$ cat src/rtl/asip_pkg.sv
// Shared ASIP constants and the memory-write trace record layout.
// Also holds the saturating increment used by the drop counter.
package asip_pkg;

    localparam int ADDR_W = 16;
    localparam int DATA_W = 24;
    localparam int SEQ_W  = 16;

    typedef struct packed {
        logic [ADDR_W-1:0] addr;
        logic [DATA_W-1:0] data;
        logic [SEQ_W-1:0]  seq;
    } trace_rec_t;

    localparam int REC_W = $bits(trace_rec_t);

    function automatic logic [15:0] sat_inc16(input logic [15:0] v);
        return (v == 16'hFFFF) ? v : v + 16'd1;
    endfunction

endpackage

$ cat src/rtl/sync_fifo_fwft.sv
// Generic first-word-fall-through FIFO with a registered occupancy counter.
// A pop on a full FIFO frees the slot that a same-cycle push then uses.
module sync_fifo_fwft #(
    parameter int W     = 8,
    parameter int DEPTH = 16
) (
    input  logic                     clk,
    input  logic                     rst,
    input  logic                     clear,
    input  logic                     push,
    input  logic                     pop,
    input  logic [W-1:0]             din,
    output logic [W-1:0]             head,
    output logic                     empty,
    output logic                     full,
    output logic                     push_ok,
    output logic                     pop_ok,
    output logic [$clog2(DEPTH):0]   count,
    output logic [$clog2(DEPTH):0]   count_next
);

    localparam int AW = $clog2(DEPTH);
    localparam int CW = AW + 1;

    logic [W-1:0]  mem [DEPTH];
    logic [AW-1:0] wptr;
    logic [AW-1:0] rptr;

    assign empty   = (count == '0);
    assign full    = (count == CW'(DEPTH));
    assign pop_ok  = pop & ~empty;
    assign push_ok = push & (~full | pop_ok);
    assign head    = mem[rptr];

    always_comb begin
        count_next = count;
        if (clear) begin
            count_next = '0;
        end else if (push_ok && !pop_ok) begin
            count_next = count + 1'b1;
        end else if (pop_ok && !push_ok) begin
            count_next = count - 1'b1;
        end
    end

    always_ff @(posedge clk) begin
        if (push_ok && !clear) begin
            mem[wptr] <= din;
        end
    end

    always_ff @(posedge clk or posedge rst) begin
        if (rst) begin
            wptr  <= '0;
            rptr  <= '0;
            count <= '0;
        end else begin
            count <= count_next;
            if (clear) begin
                wptr <= '0;
                rptr <= '0;
            end else begin
                if (push_ok) begin
                    wptr <= wptr + 1'b1;
                end
                if (pop_ok) begin
                    rptr <= rptr + 1'b1;
                end
            end
        end
    end

endmodule

$ cat src/rtl/mem_write_tracer.sv
// Captures memory-stage writes into a FWFT FIFO and drains them as
// sequence-tagged trace records; lost writes are flagged, never renumbered.
module mem_write_tracer #(
    parameter int DATA_W   = asip_pkg::DATA_W,
    parameter int ADDR_W   = asip_pkg::ADDR_W,
    parameter int DEPTH    = 16,
    parameter int SEQ_W    = asip_pkg::SEQ_W,
    parameter int AF_LEVEL = 12
) (
    input  logic                     clk,
    input  logic                     rst,
    input  logic                     clear,
    input  logic                     memWriteM,
    input  logic [ADDR_W-1:0]        A,
    input  logic [DATA_W-1:0]        memWD,
    output logic                     trace_valid,
    input  logic                     trace_ready,
    output logic [ADDR_W-1:0]        trace_addr,
    output logic [DATA_W-1:0]        trace_data,
    output logic [SEQ_W-1:0]         trace_seq,
    output logic [$clog2(DEPTH):0]   count,
    output logic                     almost_full,
    output logic                     overflow,
    output logic [15:0]              drop_cnt
);

    import asip_pkg::sat_inc16;

    localparam int CW = $clog2(DEPTH) + 1;

    typedef struct packed {
        logic [ADDR_W-1:0] addr;
        logic [DATA_W-1:0] data;
        logic [SEQ_W-1:0]  seq;
    } rec_t;

    localparam int RW = $bits(rec_t);

    rec_t          rec_in;
    rec_t          rec_head;
    logic [SEQ_W-1:0] seq;
    logic          empty;
    logic          full;
    logic          push_ok;
    logic          pop_ok;
    logic          accept;
    logic          drop;
    logic [CW-1:0] count_next;

    assign rec_in = '{addr: A, data: memWD, seq: seq};

    sync_fifo_fwft #(
        .W     (RW),
        .DEPTH (DEPTH)
    ) u_fifo (
        .clk        (clk),
        .rst        (rst),
        .clear      (clear),
        .push       (memWriteM),
        .pop        (trace_ready),
        .din        (rec_in),
        .head       (rec_head),
        .empty      (empty),
        .full       (full),
        .push_ok    (push_ok),
        .pop_ok     (pop_ok),
        .count      (count),
        .count_next (count_next)
    );

    assign accept = push_ok & ~clear;
    assign drop   = memWriteM & full & ~pop_ok & ~clear;

    // Head fields read as zero whenever nothing is queued, incl. after reset.
    assign trace_valid = ~empty;
    assign trace_addr  = trace_valid ? rec_head.addr : '0;
    assign trace_data  = trace_valid ? rec_head.data : '0;
    assign trace_seq   = trace_valid ? rec_head.seq  : '0;

    always_ff @(posedge clk or posedge rst) begin
        if (rst) begin
            seq         <= '0;
            overflow    <= 1'b0;
            drop_cnt    <= '0;
            almost_full <= 1'b0;
        end else if (clear) begin
            seq         <= '0;
            overflow    <= 1'b0;
            drop_cnt    <= '0;
            almost_full <= 1'b0;
        end else begin
            almost_full <= (count_next >= CW'(AF_LEVEL));
            if (accept) begin
                seq <= seq + 1'b1;
            end
            if (drop) begin
                overflow <= 1'b1;
                drop_cnt <= sat_inc16(drop_cnt);
            end
        end
    end

endmodule

$ cat config.mk
export PLATFORM = sky130hd
export DESIGN_NAME = mem_write_tracer
export DESIGN_NICKNAME = d
export VERILOG_FILES = /design/src/rtl/asip_pkg.sv /design/src/rtl/sync_fifo_fwft.sv /design/src/rtl/mem_write_tracer.sv
export SDC_FILE = /design/constraint.sdc
export NUM_CORES = 1
export LEC_CHECK = 0
export ABC_CLOCK_PERIOD_IN_PS = 5500
export BUFFER_PORTS_ARGS = -buffer_cell sky130_fd_sc_hd__buf_4
export CORE_UTILIZATION = 56
export CTS_CLUSTER_SIZE = 14
export DETAILED_ROUTE_END_ITERATION = 12
export PLACE_DENSITY_LB_ADDON = 0.12
export SYNTH_ARGS = -nofsm -noshare
export SYNTH_HDL_FRONTEND = slang
export SYNTH_SLANG_ARGS = --single-unit
$ cat constraint.sdc
create_clock -name clk -period 5.5 [get_ports clk]
set_input_delay 1.1 -clock clk [delete_from_list [all_inputs] [get_ports clk]]
set_output_delay 1.1 -clock clk [all_outputs]
set_load 0.05 [all_outputs]
### After elaboration in Yosys (flattened, before gate mapping)

Memory sizes are Yosys's and may differ from the RTL's.
Index checks and enable logic that the tools add are counted.

| cells by class | value |
|---|---|
| equality and inequality tests | 3 |
| order comparisons | 1 |
| reductions and logical operators | 12 |
| add/sub/neg operators | 6 |
| muxes and demuxes | 20 |
| bitwise gates (word level) | 11 |
| divide/modulo/power cells | 0 |
| shift operators | 0 |
| multiply operators | 0 |

Operators by type and width:

| kind | number |
|---|---|
| $mux 16 | 7 |
| $add 16x1->16 const B | 2 |
| $mux 24 | 1 |
| $eq 16x16->1 const B | 1 |
| $mux 4 | 4 |
| $mux 5 | 3 |
| $add 4x1->4 const B | 2 |
| $reduce_bool 2->1 | 4 |
| $and 1x1->1 | 6 |
| $add 5x1->5 const B | 1 |
| $eq 5x5->1 const B | 1 |
| $ge 5x4->1 const B | 1 |
| $logic_not 5->1 | 1 |
| $mux 1 | 5 |
| $sub 5x1->5 const B | 1 |
| $not 1->1 | 4 |
| $logic_and 1x1->1 | 3 |
| $logic_not 1->1 | 3 |
| $ne 2x2->1 const B | 1 |
| $reduce_and 2->1 | 1 |
| $or 1x1->1 | 1 |

| word-level totals | value |
|---|---|
| memories kept | 1 |
| latch bits | 0 |
| memory bits (read-only) | 0 |
| register bits | 47 |
| bits of input ports | 45 |
| logic and storage cells | 61 |
| RAM bits | 896 |

Memories:

| memory | depth | bits a word | read ports | clocked after Yosys merged registers in | write ports | RTL line | source |
|---|---|---|---|---|---|---|---|
| u_fifo.mem | 16 | 56 | 1 | 0 | 1 | sync_fifo_fwft.sv:25 | `logic [W-1:0] mem [DEPTH];` |

### Longest topological paths before layout

Gate-level depths: netlist of the first run.

| depth | value |
|---|---|
| depth in word-level cells | 12 |
| depth in mapped cells | 8 |

### Cells and area by module

Synthesis of the first run repeated with hierarchy kept, for this count alone.

| unflattened totals | value |
|---|---|
| cells, all modules | 1732 |
| area total of the unflattened synthesis | 36501.3 µm² |

Modules (own cells, without submodules):

| module | cells an instance | times used | area an instance (µm²) |
|---|---|---|---|
| sync_fifo_fwft | 1488 | 1 | 34380.5 |
| mem_write_tracer | 244 | 1 | 2120.8 |

### Least setup slack after synthesis of the first run

OpenSTA, ideal clock, no wires.

| path | value |
|---|---|
| path kind | input to register |
| start point | in trace_ready |
| end point | mem u_fifo.mem[12][0] in the netlist's numbering, enable pin |
| data arrival time | 4438 ps |
| cell stages on the path | 5 |
| data required time | 5030 ps |
| slack | 591 ps |
| cell sequence | clkbuf_1 > inv_1 > a31oi_1 > nand2_1 > nor2_1 |

| on the way | value |
|---|---|
| word-level cells in the longest chain between the ends | 6 |

Ends and longest elaborated chain:

| element | RTL line | source |
|---|---|---|
| start: declaration | mem_write_tracer.sv:17 | `input logic trace_ready,` |
| $and 1x1->1 | sync_fifo_fwft.sv:31 | `assign pop_ok = pop & ~empty;` |
| $or 1x1->1 | sync_fifo_fwft.sv:32 | `assign push_ok = push & (~full \| pop_ok);` |
| $and 1x1->1 | sync_fifo_fwft.sv:32 |  |
| $logic_and 1x1->1 | sync_fifo_fwft.sv:47 | `if (push_ok && !clear) begin` |
| $mux 1 | sync_fifo_fwft.sv:47 |  |
| $mux 1 (not written as such) | sync_fifo_fwft.sv:48 | `mem[wptr] <= din;` |
| end: declaration | sync_fifo_fwft.sv:25 |  |

Every way passes these cells.

### Final worst setup path of the first run

| path | value |
|---|---|
| start point | reg u_fifo.rptr[0] |
| end point | out trace_addr[8] |

| on the way | value |
|---|---|
| word-level cells in the longest chain between the ends | 2 |

Ends and longest elaborated chain:

| element | RTL line | source |
|---|---|---|
| start: declaration | sync_fifo_fwft.sv:27 | `logic [AW-1:0] rptr;` |
| start signal: assignment | sync_fifo_fwft.sv:67 | `rptr <= rptr + 1'b1;` |
| $mem_v2 16x56 | - |  |
| $mux 16 | mem_write_tracer.sv:76 | `assign trace_addr = trace_valid ? rec_head.addr : '0;` |
| end: declaration | mem_write_tracer.sv:18 | `output logic [ADDR_W-1:0] trace_addr,` |

Every way passes these cells.

==> flow_summary.ini, run 1 <==
[final_layout]
post-route-util = 0.649
finalInstanceArea_mm2 = 0.0419
fin_nets = 1845
drive_gt1_frac = 0.326
area_delta_synth_final_pct = 14.3
layoutNonFillerInstCount = 2721

[clock_tree]
cts-resized-gates = 0
cts_setup_buffers = 0
clk_latency_ns = 0.64
cts_buffers = 93
cts_tree = built
htreeDepth = 3
clkTransAtPathRegs_ns = 0.06
cts.sinks = 943
cts_buffer_depth = 3
cts_root_buf = clkbuf_16
hold_buffers = 0

[synthesis]
ys_seq_area_frac = 0.765
synth.area.top_cells = edfxtp_1 (73%), mux4_2 (17%), dfrtp_1 (3.2%)
yosysMostFrequentCell = edfxtp_1
ys.flop_type = edfxtp_1
synth.avg_cell_area_um2 = 22.8
yosys_warnings = 0
synth_top_area_frac = 0.733
ys_seq_elements = 943
synth-edff-count = 896
synth_common_cells = edfxtp_1 (896), mux4_2 (280), and2_1 (57), clkbuf_1 (48), dfrtp_1 (47)
netlist_instances = 1609
synthArstFlopShare = 0.0498
syn_nets = 1663
synth_area_leader_cell = edfxtp_1
synth_cell_type_count = 49
synth_area_mm2 = 0.0367

[critical_path]
worstSetupEndpointType = output port
setup.worst_path.start_class = flip-flop
cp_num_buf_inv = 2
worst-path-max-fanout = 48
crit_arrival_ns = 3.37
critPathKind = reg2out
rrSetupSlack_ns = 1.91
crit_top_cell = mux4_2
max_stage_delay_ns = 0.79
critPathRequiredTime_ns = 4.40
critical_path.top_delay_family = multiplexers
crit_chain = buf_12 -> mux4_2 -> mux4_2 -> and2_1 -> buf_4
crit_path_top_delay_cell = dfrtp_4

[sta]
finClkSkew_ns = 0.0172
rsz0062_at_grt = false
max_freq_mhz = 223
final_max_slew_viol_count = 0
finalSetupViolCount = 0
tns_ns = 0
worst_slew_pin_slew_ns = 1.08
fin_crit_ns = 4.47
hold_viol_final = 0
slew_headroom = 0.282
period_share = 0.814

[grt]
grt_max_degree = 69
grt_overflow = 0
grt_pass1_vias = 17900
antenna_found_initial = 2
grt_pass1_wl_um = 117000
track_usage = 0.245

[place]
dp_hpwl_um = 39100
dp_cells = 2551
gp_congestion = 0.730
post_dp_cell_area_mm2 = 0.0389
numPortBuffers = 124

[pwr]
power_density_mw_per_mm2 = 424
p_total_mw = 17.8
max-vdd-ir-drop_uv = 370
p_leak_nw = 13.0

[routing]
wl_um = 78500
wl_per_cell_um = 28.8
num_vias = 17100
drtAntennaViolNets = 0
drtPass1Iterations = 5
drc = 0
drt_iter0_markers = 1694
vias_per_cell = 6.27

[hold_path]
hold_path.class = reg2reg

[flow_run]
maxCapViolCount = 0

[die]
die_w_um = 258
die_area_mm2 = 0.0666
core_area_mm2 = 0.0646
core.rowCount = 93
start_util = 0.568
die_h_um = 258
ios = 125

[outcome]
status = finished clean
-- tightest hold or removal path: cells and delay by family, from the launching register on --
kind / cells / cell delay, ns
and+or+nand+nor: 1 / 0.07
DFF: 1 / 0.35
AOI/OAI and AO/OA: 1 / 0.04
-- kinds of logic after synthesis --
logic type	after synthesis	share of synthesized area
buf+inv	99	0.0139
compound gates	72	0.0127
simple gates	192	0.0296
fa+ha+maj	9	0.00307
mux	284	0.173
xor+xnor	10	0.00239
flops	943	0.765
-- routing by layer --
layer | global-route usage | up-vias | share of wire | wire (um)
li1 | - | 7204 | - | -
met1 | 0.352 | 9246 | 0.42 | 32800
met2 | 0.401 | 528 | 0.51 | 39900
met3 | 0.0338 | 90 | 0.057 | 4500
met4 | 0.0669 | 0 | 0.017 | 1300
met5 | 0 | - | 0 | 0
-- state kept, by name, indices dropped and copies added, names as in the netlist --
register,cells
seq,16
u_fifo.mem,896
drop_cnt,16
u_fifo.count,5
u_fifo.wptr,4
overflow,1
almost_full,1
u_fifo.rptr,4
-- power breakdown --
group | internal (mW) | switching (mW)
logic | 1.47 | 2.03
registers | 7.90 | 0.111
clock network | 3.67 | 2.58
total | 13.0 | 4.72
-- cells in the final DEF (no fill, tap or decap), types with 3 or more instances in the layout --
cell type  Yosys  layout
edfxtp_1     896     896
mux4_2       280     280
buf_4          0     154
clkbuf_16      0      97
and2_1        57      57
dfrtp_1       47      43
a21oi_1       27      27
clkbuf_1      48      24
nand2_1       22      22
nor2_1        35      19
clkinv_1       0      18
nor2_4         0      16
buf_12         0      16
or4_1         15      15
inv_1         16      14
o31ai_1       14      14
clkinv_2       0      14
nand3_1       13      13
o21ai_0       11      11
nand4_1       10      10
or3_1          9       9
ha_1           9       9
bufinv_16      0       9
nor3_1         8       8
xor2_1         6       6
o211ai_1       4       4
xnor2_1        4       4
dfrtp_4        0       4
and3_1         3       3
and4_1         3       3
nor4_1         3       3
o41ai_1        3       3
o21a_1         3       3
-- final cells by class --
type,instances,area [um2]
Clock buffer,123,2540
Antenna cell,1,2.50
Multi-Input combinational cell,567,8220
Inverter,16,60.1
Tap cell,855,1070
Sequential cell,943,28100
Timing Repair Buffer,170,1480
Fill cell,4275,22600
Clock inverter,46,460
-- through the flow --
stage | hold slack, ns | worst slack (ns)
after floorplan | 0.551 | 0.591
after global placement | 0.511 | 1.58
after detailed placement | 0.490 | 1.56
after CTS | 0.505 | 0.943
after global routing | 0.552 | 0.849
final | 0.500 | 1.03
-- worst paths after layout --
| check | from | end | cells past startpoint |
|---|---|---|---|
| min in group asynchronous | rst | drop_cnt[1] | 3 |
| setup / recovery | u_fifo.rptr[0] | trace_addr[8] | 5 |
| setup reg to reg | u_fifo.count[0] | u_fifo.mem[13][16] | 7 |
| hold / removal | overflow | overflow | 2 |
| hold reg to reg | overflow | overflow | 2 |
| max in group asynchronous | rst | u_fifo.rptr[3] | 3 |
No activity file was read; power rests on OpenSTA's default activity.
==> run 2, diff against run 1 <==
- ABC_AREA: default -> 1
- ABC_CLOCK_PERIOD_IN_PS: 5500 -> 4400
- clock period: 5.5 -> 4.4 ns (I/O delays scaled with it)
==> run 2 against run 1 <==
Compared with the run above: clock skew is essentially flat; sequential share of layout area shrank 1.5 points; routed wire length grew 20%; count of clock-buffer cells in the layout shrank 2; die area grew 3.9%; synthesized cell count grew 87%; global-route usage grew 2.8 points; combinational power grew 1%; cell count grew 49%; non-clock buffer count grew 17.
==> flow_summary.ini, run 2 <==
[outcome]
status = finished clean

[routing]
wl_um = 94300
num_vias = 24700
drtPass1Iterations = 5
wl_per_cell_um = 23.3
drc = 0
drt_iter0_markers = 2585
vias_per_cell = 6.10
drtAntennaViolNets = 0

[synthesis]
synth.avg_cell_area_um2 = 12.7
ys.flop_type = edfxtp_1
synth.area.top_cells = edfxtp_1 (71%), nor2_1 (7.2%), o21ai_0 (5.1%)
synth_area_mm2 = 0.0381
syn_nets = 3066
synth_top_area_frac = 0.706
yosys_warnings = 0
synth_cell_type_count = 37
synth-edff-count = 896
ys_seq_elements = 943
ys_seq_area_frac = 0.737
synth_common_cells = edfxtp_1 (896), nor2_1 (727), o21ai_0 (388), o211ai_1 (224), nand3_1 (148)
yosysMostFrequentCell = edfxtp_1
synthArstFlopShare = 0.0498
synth_area_leader_cell = edfxtp_1
netlist_instances = 3012

[critical_path]
critical_path.top_delay_family = compound AO/OA/AOI/OAI gates
cp_num_buf_inv = 2
setup.worst_path.start_class = flip-flop
max_stage_delay_ns = 0.60
rrSetupSlack_ns = 1.34
crit_arrival_ns = 3.29
rr_endpoint = u_fifo.mem[10][30]
critPathKind = reg2out
worst-path-max-fanout = 211
crit_path_top_delay_cell = buf_12
worstSetupEndpointType = output port
crit_chain = buf_12 -> o21ai_0 -> o211ai_1 -> nand3_1 -> a21oi_1 -> buf_4
critPathRequiredTime_ns = 3.52
r2r.worst_path.cells = 9
r2r-start = u_fifo.count[0]

[pwr]
max-vdd-ir-drop_uv = 328
power_frac_seq = 0.471
power_density_mw_per_mm2 = 495
p_switching_mw = 5.94
p_sw_frac = 0.279
power_frac_clock = 0.362
combPwrFrac = 0.167
p_leak_nw = 14.2
internal_power_mw = 15.3

[sta]
finalSetupViolCount = 0
max_freq_mhz = 240
fin_crit_ns = 4.17
tns_ns = 0
period_share = 0.949
rsz0062_at_grt = false
slew_headroom = 0.301
finClkSkew_ns = 0.0169
final_max_slew_viol_count = 0
worst_slew_pin_slew_ns = 1.05
hold_viol_final = 0

[clock_tree]
cts_root_buf = clkbuf_16
cts-resized-gates = 0
cts_setup_buffers = 0
hold_buffers = 0
clk_latency_ns = 0.64
cts_tree = built
cts_buffers = 95
htreeDepth = 3
clkTransAtPathRegs_ns = 0.06
cts_buffer_depth = 3
cts.sinks = 943

[place]
dp_hpwl_um = 47200
numPortBuffers = 124
dp_cells = 3871
gp_congestion = 0.828

[final_layout]
n_fill_cell = 4966
final_common_cell = edfxtp_1
area_delta_synth_final_pct = 12.5
mostFrequentLayoutCells = edfxtp_1 (896), nor2_1 (711), o21ai_0 (388), o211ai_1 (224), buf_4 (169)
layoutNonFillerInstCount = 4045
drive_gt1_frac = 0.112
largest_reg_flops = 896
diodes = 0
top_register = u_fifo.mem
fin_nets = 3149
biggestRegsByFlops = u_fifo.mem: 896 flops, drop_cnt: 16 flops, seq: 16 flops
post-route-util = 0.638

[grt]
grt_overflow = 0
track_usage = 0.273
grt_pass1_wl_um = 143000
grt_max_degree = 212
grt_pass1_vias = 23900
antenna_found_initial = 0

[die]
die_h_um = 263
core_area_mm2 = 0.0673
ios = 125
die_area_mm2 = 0.0691
core.rowCount = 95
start_util = 0.567
die_w_um = 263

[hold_path]
hold_path.class = in2async

[flow_run]
maxCapViolCount = 0
-- run 2: cell count changes after synthesis, sizes merged, moves of 56 or more --
cell / previous run / this run
nor2: 35 / 733
nand3: 13 / 148
mux4: 280 / 0
clkbuf: 48 / 104
nand2: 22 / 103
buf: 35 / 97
o21ai: 11 / 484
and2: 57 / 0
o211ai: 5 / 224
-- run 2: final cells by class --
type / instances / area (um2) / share of cell area
Tap cell: 873 / 1090 / 0.0255
Sequential cell: 943 / 28100 / 0.655
Multi-Input combinational cell: 1819 / 8930 / 0.208
Timing Repair Buffer: 187 / 1630 / 0.0380
Inverter: 49 / 201 / 0.00470
Clock inverter: 53 / 413 / 0.00962
Clock buffer: 121 / 2540 / 0.0592
-- run 2: worst max path at each step --
stage | start | to | slack [ns] | cells after the start
6_report | u_fifo.rptr[1] | trace_seq[12] | 0.23 | 6
3_5_place_dp | u_fifo.rptr[1] | trace_seq[14] | 1.03 | 6
5_1_grt | u_fifo.rptr[1] | trace_seq[12] | 0.15 | 6
2_1_floorplan | u_fifo.count[0] | u_fifo.mem[0][0] | -0.14 | 8
4_1_cts | u_fifo.rptr[1] | trace_seq[12] | 0.30 | 6
3_3_place_gp | u_fifo.rptr[0] | trace_seq[14] | 1.02 | 8
-- run 2: cell families after synthesis --
group | synth area share
compound gates | 0.119
xor+xnor | 0.00161
fa+ha+maj | 0.00295
buf+inv | 0.0324
flops | 0.737
simple gates | 0.108
-- run 2: stage by stage --
stage	area (um2)	setup slack [ns]	total power [mW]	hold slack, ns
global placement	39900	1.02	13.7	0.482
global route	42900	0.151	22.0	0.534
finish	42900	0.227	21.3	0.501
floorplan	38100	-0.142	12.7	0.576
detailed placement	39900	1.03	13.7	0.492
CTS	42900	0.302	21.4	0.511
-- run 2: layer usage --
metal / share of wire / vias up / global-route usage
li1: - / 11200 / -
met5: 0 / - / 0
met1: 0.43 / 12300 / 0.390
met4: 0.020 / 0 / 0.0784
met2: 0.48 / 1015 / 0.445
met3: 0.074 / 136 / 0.0361
-- run 2: power groups by stage --
stage / Sequential [mW] / Clock [mW] / Combinational [mW]
2_1_floorplan: 10.2 / 0 / 2.48
3_3_place_gp: 10.2 / 0 / 3.47
3_5_place_dp: 10.2 / 0 / 3.53
4_1_cts: 10.0 / 7.79 / 3.54
5_1_grt: 10.0 / 8.14 / 3.84
6_report: 10.0 / 7.69 / 3.54
==> run 3, diff against run 2 <==
- CORE_UTILIZATION: 56 -> 35
==> run 3 against run 2 <==
Compared with the run above: design area grew 2.5%; critical path depth is the same; largest power group unchanged; clock power increased by 10%.
==> flow_summary.ini, run 3 (synthesis results as in run 2) <==
[outcome]
status = finished clean

[die]
die_w_um = 332
ios = 125
core_area_mm2 = 0.108
start_util = 0.355
core.rowCount = 120
die_h_um = 332
die_area_mm2 = 0.110

[final_layout]
mostFrequentLayoutCells = edfxtp_1 (896), nor2_1 (711), o21ai_0 (388), o211ai_1 (224), buf_4 (167)
n_fill_cell = 10100
biggestRegsByFlops = u_fifo.mem: 896 flops, drop_cnt: 16 flops, seq: 16 flops
drive_gt1_frac = 0.116
area_delta_synth_final_pct = 15.4
top_register = u_fifo.mem
final_common_cell = edfxtp_1
layoutNonFillerInstCount = 4597
fin_nets = 3161
largest_reg_flops = 896

[flow_run]
maxCapViolCount = 0

[place]
dp_hpwl_um = 53400
dp_cells = 4403
numPortBuffers = 124
gp_congestion = 0.781
dp_slack_ns = 0.732

[routing]
wl_met3_um = 4560
drtAntennaViolNets = 0
drt_iter0_markers = 1985
wl_um = 106000
met2_wirelength_um = 51100
vias_per_cell = 5.25
wl_per_cell_um = 23.1
met1_length_um = 48500
drtPass1Iterations = 5
num_vias = 24100
maxUsedRoutingLayer = met4
drc = 0

[sta]
hold_viol_final = 0
fin_crit_ns = 4.17
period_share = 0.948
worst_slew_pin_slew_ns = 1.13
final_max_slew_viol_count = 0
finalSetupViolCount = 0
setup_ws_ns = 0.228
rsz0062_at_grt = false
slew_headroom = 0.244
finClkSkew_ns = 0.0196
max_freq_mhz = 240

[grt]
grt_overflow = 0
antenna_found_initial = 3
track_usage = 0.191
grt_pass1_wl_um = 159000
grt_pass1_vias = 24200
grt_max_degree = 189

[hold_path]
hold_path.class = in2async

[critical_path]
worstSetupEndpointType = output port
crit_chain = buf_4 -> o21ai_0 -> o211ai_1 -> nand3_1 -> a21oi_1 -> buf_4
crit_arrival_ns = 3.29
rr_endpoint = u_fifo.mem[7][29]
startpoint = u_fifo.rptr[0]
critPathKind = reg2out
crit_top_cell = buf_4
r2r-start = u_fifo.count[0]
critPathRequiredTime_ns = 3.52
max_stage_delay_ns = 0.68
rrSetupSlack_ns = 1.21
crit_path_top_delay_cell = buf_4
r2r.worst_path.cells = 8
setup.worst_path.start_class = flip-flop
worst-path-max-fanout = 76

[clock_tree]
cts_buffer_depth = 3
cts_setup_buffers = 0
htreeDepth = 3
cts_buffers = 105
clk_latency_ns = 0.68
cts_tree = built
cts.sinks = 943
clkTransAtPathRegs_ns = 0.06
cts_root_buf = clkbuf_16
hold_buffers = 0

[pwr]
p_leak_nw = 14.4
power_density_mw_per_mm2 = 503
p_total_mw = 22.1
max-vdd-ir-drop_uv = 526
-- run 3: cell types whose count changed in the layout (fill, tap and decap cells not counted), moves of 3 or more --
cell | previous run | this run
clkbuf_16 | 98 | 106
clkbuf_1 | 23 | 29
buf_12 | 18 | 22
clkinv_2 | 18 | 14
inv_6 | 2 | 6
diode_2 | 0 | 3
-- run 3: layer usage --
layer | vias to the layer above | track usage
li1 | 11200 | -
met5 | - | 0
met4 | 0 | 0.0516
met3 | 126 | 0.0298
met1 | 12300 | 0.263
met2 | 511 | 0.314
-- run 3: critical path, delay by kind of cell, from the launching register on --
kind | cells | cell delay [ns]
AOI/OAI and AO/OA | 3 | 0.93
buffers and inverters | 2 | 0.98
DFF | 1 | 0.55
and+or+nand+nor | 1 | 0.10
-- run 3: worst max-delay path by stage --
stage                       endpoint  slack (ns)  depth (start not counted)
floorplan           u_fifo.mem[0][0]       -0.14                          8
global placement      trace_addr[15]        0.77                          7
finish                 trace_data[3]        0.23                          6
detailed placement    trace_addr[15]        0.73                          7
global route           trace_data[2]        0.03                          8
CTS                   trace_addr[15]        0.13                          7
-- run 3: area by class of cell --
cell class,count,area (um2),share of cell area
Antenna cell,3,7.51,0.000171
Clock buffer,137,2790,0.0634
Clock inverter,54,504,0.0115
Inverter,49,208,0.00472
Multi-Input combinational cell,1819,8930,0.203
Sequential cell,943,28100,0.639
Tap cell,1403,1760,0.0399
Timing Repair Buffer,189,1690,0.0385
-- run 3: timing repair --
item	4_1_cts	5_1_grt
gates resized for setup	1	0
endpoints found under the setup margin	1	0
endpoints found under the hold margin	0	0
-- run 3: metrics by stage --
step                      setup TNS (ns)  utilization  instance area, um2  hold WS (ns)
after global placement                 0        0.378               40700         0.480
after global routing                   0        0.409               44000         0.429
final                                  0        0.409               44000         0.381
after CTS                              0        0.409               44000         0.371
after detailed placement               0        0.378               40700         0.495
after floorplan                  -115.58            -               38100         0.576
-- run 3: power by group --
group          total, mW  internal (mW)  switching [mW]
clock               8.47           4.92            3.55
combinational       3.63          0.973            2.65
sequential          10.0           9.92           0.103
